$ cat src/rtl/rr_arb8.sv
// rr_arb8: 8-way round-robin arbiter driving the select, valid and ready of an 8:1 data mux.
// Latency: a request seen in IDLE is granted one edge later; back-to-back grants when another requester waits.
// Backpressure: the grant is held while out_ready=0; in_ready is gnt qualified by out_ready.
// Optional build macro RR_ARB8_LOCK_EN: when defined, the grant stays with one requester until its beat with last=1.
module rr_arb8 #(
  parameter logic [2:0] ptr_init = 3'd7
) (
  input  logic       clk,
  input  logic       rst_n,
  input  logic [7:0] req,
  input  logic       last,
  input  logic       out_ready,
  output logic [2:0] sel,
  output logic [7:0] gnt,
  output logic       out_valid,
  output logic [7:0] in_ready,
  output logic       xfer
);

  localparam logic [0:0] ST_IDLE  = 1'b0;
  localparam logic [0:0] ST_GRANT = 1'b1;

  logic [0:0] r_state;
  logic [2:0] r_sel;
  logic [2:0] r_ptr;
  logic [7:0] r_gnt;

  logic [0:0] w_state_nx;
  logic [2:0] w_sel_nx;
  logic [2:0] w_ptr_nx;
  logic [7:0] w_gnt_nx;
  logic [7:0] w_mask;
  logic [2:0] w_pick_idle;
  logic [2:0] w_pick_next;
  logic       w_last_beat;

  // First set bit of r at or after start, wrapping 7->0. Scanning the
  // offsets from far to near lets the nearest hit overwrite the others.
  function automatic logic [2:0] f_arb(input logic [7:0] r, input logic [2:0] start);
    logic [2:0] idx;
    f_arb = start;
    for (int k = 7; k >= 0; k--) begin
      idx = start + 3'(k);
      if (r[idx]) f_arb = idx;
    end
  endfunction

`ifdef RR_ARB8_LOCK_EN
  // Only the closing beat of a packet releases the grant.
  assign w_last_beat = last;
`else
  // Every beat releases the grant; last is accepted but has no effect.
  logic w_unused_last;
  assign w_unused_last = last;
  assign w_last_beat   = 1'b1;
`endif

  // The current winner is masked out because its req this cycle is stale
  // (it is being consumed by the transfer).
  assign w_mask      = req & ~r_gnt;
  assign w_pick_idle = f_arb(req, r_ptr + 3'd1);
  assign w_pick_next = f_arb(w_mask, r_sel + 3'd1);

  assign sel       = r_sel;
  assign gnt       = r_gnt;
  assign out_valid = (r_state == ST_GRANT) & req[r_sel];
  assign xfer      = out_valid & out_ready;
  assign in_ready  = r_gnt & {8{out_ready}};

  // Next-state selection: start a grant from IDLE, then hold, re-arbitrate or release in GRANT.
  always_comb begin
    w_state_nx = r_state;
    w_sel_nx   = r_sel;
    w_ptr_nx   = r_ptr;
    w_gnt_nx   = r_gnt;
    case (r_state)
      ST_IDLE: begin
        if (|req) begin
          w_state_nx = ST_GRANT;
          w_sel_nx   = w_pick_idle;
          w_gnt_nx   = 8'd1 << w_pick_idle;
        end
      end
      ST_GRANT: begin
        if (!req[r_sel]) begin
          // Requester withdrew: drop the grant but keep the pointer so it
          // is first in line again.
          w_state_nx = ST_IDLE;
          w_gnt_nx   = 8'd0;
        end else if (out_ready && w_last_beat) begin
          w_ptr_nx = r_sel;
          if (|w_mask) begin
            w_sel_nx = w_pick_next;
            w_gnt_nx = 8'd1 << w_pick_next;
          end else begin
            w_state_nx = ST_IDLE;
            w_gnt_nx   = 8'd0;
          end
        end
      end
      default: begin
        w_state_nx = ST_IDLE;
        w_gnt_nx   = 8'd0;
      end
    endcase
  end

  // State, grant and pointer registers; reset clears outputs immediately.
  always_ff @(posedge clk or negedge rst_n) begin
    if (!rst_n) begin
      r_state <= ST_IDLE;
      r_sel   <= 3'd0;
      r_gnt   <= 8'd0;
      r_ptr   <= ptr_init;
    end else begin
      r_state <= w_state_nx;
      r_sel   <= w_sel_nx;
      r_gnt   <= w_gnt_nx;
      r_ptr   <= w_ptr_nx;
    end
  end

endmodule

$ cat config.mk
export PLATFORM = sky130hd
export DESIGN_NAME = rr_arb8
export DESIGN_NICKNAME = d
export VERILOG_FILES = /design/src/rtl/rr_arb8.sv
export SDC_FILE = /design/constraint.sdc
export NUM_CORES = 1
export LEC_CHECK = 0
export ABC_AREA = 1
export CAP_MARGIN = 0
export CORE_AREA = 2 2 100 102
export CTS_CLUSTER_SIZE = 28
export DETAILED_ROUTE_END_ITERATION = 10
export DIE_AREA = 0 0 102 104
export PLACE_DENSITY = 0.54
export SETUP_SLACK_MARGIN = 0.2
export SYNTH_ARGS = -nofsm -noshare
export SYNTH_HDL_FRONTEND = slang
export SYNTH_SLANG_ARGS = --single-unit
$ cat constraint.sdc
create_clock -name clk -period 4.5 [get_ports clk]
set_clock_uncertainty 0.15 [all_clocks]
set_input_delay 0.9 -clock clk [delete_from_list [all_inputs] [get_ports clk]]
set_output_delay 0.9 -clock clk [all_outputs]
set_load 0.1 [all_outputs]
======== After elaboration in Yosys (flattened, before gate mapping) ========
Cells that the tools add are included.
storage, ports and cells
  bits in registers ....................... 15
  bits of input ports ..................... 12
  output and inout port bits .............. 21
cells by class
  add/subtract/negate cells ............... 16
  $lt $le $gt $ge ......................... 17
  eq/ne operators ......................... 5
  shift operators ......................... 2
  multiplexer cells ....................... 65
  bitwise gates (word level) .............. 6
  reductions and logical operators ........ 5
operators by type and width
  cell                   number
  $lt A3 B4 Y1 const B   17
  $mux W3                20
  $bmux W1 S3            17
  $mux W8                4
  $add A3 B3 Y3 const B  8
  $mux W1                21
  $and A8 B8 Y8          2
  $pmux W8 S2            1
  $reduce_or A8 Y1       2
  $shl A1 B3 Y8 const A  2
  $add A3 B1 Y3 const B  4
  $add A3 B2 Y3 const B  4
  $not A8 Y8             1
  $pmux W3 S2            1
  $ne A2 B1 Y1 const B   2
  $ne A2 B2 Y1 const B   2
  $reduce_and A4 Y1      1
  $ne A3 B3 Y1 const B   1
  $reduce_and A3 Y1      1
  $and A1 B1 Y1          2
  $pmux W1 S2            1
  $reduce_and A2 Y1      1
  $not A1 Y1             1

======== Longest topological paths before layout ========
  depth in word-level cells ............... 17
  mapped depth ............................ 26
  gate-level depth less buffers ........... 24

======== Worst setup path before layout ========
OpenSTA, ideal clock, no wires.
  path kind ............................... register to output
  start point ............................. reg r_sel[0], in the netlist sel[0]
  end point ............................... out xfer
  data arrival time ....................... 3151 ps
  required time ........................... 3450 ps
  setup slack ............................. 299 ps
  cell stages (with the launch flop) ...... 8
  path buffers ............................ 1
  cells stage by stage .................... dfrtp_1 > inv_2 > buf_2 > a21oi_1 > o21ai_0 > nand3_1 > nand3_1 > nor2_1
between the ends
  word-level cells in the longest chain between the ends .. 4
ends and longest elaborated chain
  element                        RTL line  RTL
  from (decl)                    24        logic [2:0] r_sel;
  from (signal assigned)         117       r_sel <= w_sel_nx;
  $bmux W1 S3                    66        assign out_valid = (r_state == ST_GRANT) & req[r_sel];
  $mux W1 (not written as such)  66
  $and A1 B1 Y1                  66
  $and A1 B1 Y1                  67        assign xfer = out_valid & out_ready;
  to (decl)                      17        output logic xfer
No other way between the ends. The select of a mux whose other input is x is not followed.

======== Final worst setup path ========
  start point ............................. in req[5]
  end point ............................... out xfer
between the ends
  word-level cells in the longest chain between the ends .. 4
ends and longest elaborated chain
  element                        RTL line  RTL
  from (decl)                    10        input logic [7:0] req,
  $bmux W1 S3                    66
  $mux W1 (not written as such)  66
  $and A1 B1 Y1                  66
  $and A1 B1 Y1                  67
No other way between the ends. The select of a mux whose other input is x is not followed.

==> run_results.csv <==
group,metric,value,unit
hold_path,hold_path.startpoint,"r_ptr[1]",
sta,period_minus_slack,3.87,ns
logic_synthesis,yosys_warns,0,
hold_path,timing.hold.worst.class,"reg2reg",
clock_network,worst_skew_pair.late_latency,0.25,ns
finish,area.sequential,379,sq um
floorplanning,floorplan.rows,36,
placed_design,port_buffers,31,
setup_path,critPathKind,"in2out",
logic_synthesis,synth_ff_type,"sky130_fd_sc_hd__dfrtp_1",
drt,drc_errors,0,
clock_network,cts_max_path_buffers,2,
grt,grt_pass1_wl,13.4,mm
clock_network,clockRootBuffer,"sky130_fd_sc_hd__clkbuf_8",
floorplanning,design.core.area,0.00955,sq mm
status,status,"complete, no violations",
finish,num-nets-final,526,
drt,detail_route.iter0.violations,93,
logic_synthesis,syn_area,0.00259,sq mm
setup_path,critical_path_arrival,2.82,ns
finish,mostFrequentLayoutCell,"sky130_fd_sc_hd__nand2_1",
logic_synthesis,synth_async_sr_flop_share,100,%
logic_synthesis,synth.distinct_cells,35,
floorplanning,die-height,104,um
logic_synthesis,seq_area_frac_synth,14.7,%
logic_synthesis,synth.area.top_cells,"sky130_fd_sc_hd__nand2_1, sky130_fd_sc_hd__nand3_1, sky130_fd_sc_hd__dfrtp_1",
sta,worst_slew_margin_rel,34.8,%
sta,grt_setup_unrepaired,"no",
logic_synthesis,synth_seq_cells,15,
finish,num_antenna_cells,0,
grt,antenna_found_initial,0,
logic_synthesis,synth.net_count,497,
drt,avgViaCountPerCell,4.64,
logic_synthesis,post_synthesis_cell_count,481,
clock_network,postCtsSetupBuffers,0,
sta,finalMaxSlewViolations,0,
logic_synthesis,post_synth.cell_area_avg,5.38,sq um
clock_network,cts_buffers,3,
sta,final-hold-violation-count,0,
setup_path,timing.rr.start,"r_ptr[0]",
placed_design,placement.cell_area,0.00299,sq mm
drt,firstDrtPassIters,4,
logic_synthesis,synth_edf_count,0,
finish,drive_gt1_share,12.8,%
sta,min_period_over_period,85.9,%
logic_synthesis,netlist.top_cell.by_area,"sky130_fd_sc_hd__nand2_1",
placed_design,post-dp-hpwl,6.40,mm
clock_network,clock-sinks,15,
setup_path,critPathLaunch,"req[5]",
drt,route.vias.total,2980,
finish,design_area,0.00304,sq mm
grt,grt_max_degree,22,
sta,worstMarginPinSlew,0.975,ns
sta,setup_tns,0,ns
finish,most-common-layout-cells,"sky130_fd_sc_hd__nand2_1, sky130_fd_sc_hd__nand3_1, sky130_fd_sc_hd__inv_1",
clock_network,tritoncts,"done",
grt,vias_in_the_first_global_route,2792,
finish,final_cell_count_no_fill,642,
grt,gr-usage-all-layers,15.2,%
sta,timing.fmax,259,MHz
job,max_cap_viol_count,0,
sta,setup_viol,0,
clock_network,post_cts_resize_count,0,
clock_network,clk_pin_slew,0.06,ns
floorplanning,floorplan.initialDensity,27.1,%
finish,area_used_by_multi_input_combinational_logic,0.00187,sq mm
setup_path,critPathRequiredTime,3.45,ns
placed_design,globalplace.congestion,0.840,
clock_network,htree_num_levels,1,
placed_design,placed_cells,638,
finish,area_growth_syn_to_layout,17.5,%
setup_path,endpoint_type_of_the_worst_setup_path,"output port",
floorplanning,dieArea,0.0106,sq mm
drt,wl_per_cell,12.3,um
logic_synthesis,synth_top_area_share,30.6,%
setup_path,critical_path.max_fanout,7,
sta,finalHoldWorstSlack,0.403,ns
finish,fillers,1114,
drt,detail-route-antenna-nets,0,
drt,routed_wirelength,7.88,mm
grt,grt_remaining_overflow,0,
clock_network,post_cts_hold_buffers,0,
floorplanning,io_pins,33,
setup_path,crit_path_start_kind,"input pin",
floorplanning,die_x,102,um
==> cell usage after synthesis, types with 2 or more instances <==
| library cell | n |
|---|---|
| sky130_fd_sc_hd__nand3_2 | 2 |
| sky130_fd_sc_hd__clkinv_1 | 2 |
| sky130_fd_sc_hd__buf_2 | 3 |
| sky130_fd_sc_hd__nor4_1 | 2 |
| sky130_fd_sc_hd__nand2_1 | 211 |
| sky130_fd_sc_hd__buf_6 | 2 |
| sky130_fd_sc_hd__inv_1 | 57 |
| sky130_fd_sc_hd__nand2_2 | 20 |
| sky130_fd_sc_hd__buf_4 | 3 |
| sky130_fd_sc_hd__dfrtp_1 | 12 |
| sky130_fd_sc_hd__inv_4 | 4 |
| sky130_fd_sc_hd__nor2_1 | 11 |
| sky130_fd_sc_hd__nor2_2 | 2 |
| sky130_fd_sc_hd__ha_1 | 4 |
| sky130_fd_sc_hd__nor2_4 | 4 |
| sky130_fd_sc_hd__o21a_1 | 2 |
| sky130_fd_sc_hd__inv_2 | 4 |
| sky130_fd_sc_hd__o21ai_2 | 3 |
| sky130_fd_sc_hd__o22ai_1 | 5 |
| sky130_fd_sc_hd__nand3_1 | 82 |
| sky130_fd_sc_hd__dfstp_2 | 3 |
| sky130_fd_sc_hd__a21oi_1 | 13 |
| sky130_fd_sc_hd__o21ai_1 | 3 |
| sky130_fd_sc_hd__nand2_4 | 5 |
| sky130_fd_sc_hd__o21ai_0 | 12 |
==> final timing paths <==
path	end	slack, ns	cells after the start
setup / recovery	xfer	0.63	8
hold / removal	r_ptr[1]	0.40	1
setup reg to reg	gnt[2]	1.09	23
hold reg to reg	r_ptr[1]	0.40	1
max in group asynchronous	gnt[4]	2.86	1
min in group asynchronous	gnt[6]	0.90	1
==> logic make-up after synthesis <==
| family | share of synthesized area [%] |
|---|---|
| AND/OR/NAND/NOR | 59.1 |
| flip-flops | 14.7 |
| XOR/XNOR | 1.40 |
| buffers and inverters | 13.2 |
| adder cells (fa/ha/maj) | 1.94 |
| AO/OA/AOI/OAI | 9.77 |
==> flip-flops by register name (all words and copies together) (netlist names) <==
signal,flops
r_state,1
gnt,8
r_ptr,3
sel,3
==> worst max-delay path, stage by stage <==
cell                              delay (ns)
sky130_fd_sc_hd__clkdlybuf4s50_1        0.60
sky130_fd_sc_hd__inv_1                  0.12
sky130_fd_sc_hd__a21oi_1                0.12
sky130_fd_sc_hd__o21ai_0                0.09
sky130_fd_sc_hd__nand3_1                0.12
sky130_fd_sc_hd__nand3_1                0.14
sky130_fd_sc_hd__nor2_1                 0.46
sky130_fd_sc_hd__buf_12                 0.25
==> per-stage QoR <==
step,setup WS [ns],util [%]
floorplan,0.299,-
global placement,0.651,31.4
detailed placement,0.655,31.4
CTS,0.630,31.8
global route,0.440,31.8
finish,0.634,31.8
==> layer usage <==
layer,wire length (um),global-route usage (%),vias up
met1,4250,23.9,1332
met4,52,2.00,0
met5,0,0,-
li1,-,-,1579
met3,295,1.55,7
met2,3280,22.6,62
==> area by class of cell <==
| class | count | area share (%) |
|---|---|---|
| clock buffers | 4 | 1.48 |
| well taps | 133 | 5.48 |
| flip-flops and latches | 15 | 12.5 |
| multi-input cells | 389 | 61.4 |
| repair buffers | 34 | 10.5 |
| inverters | 67 | 8.60 |
Power is left out: the tool's default activity adds up to more than one toggle a clock period on the data nets, which glitch-free logic cannot reach.
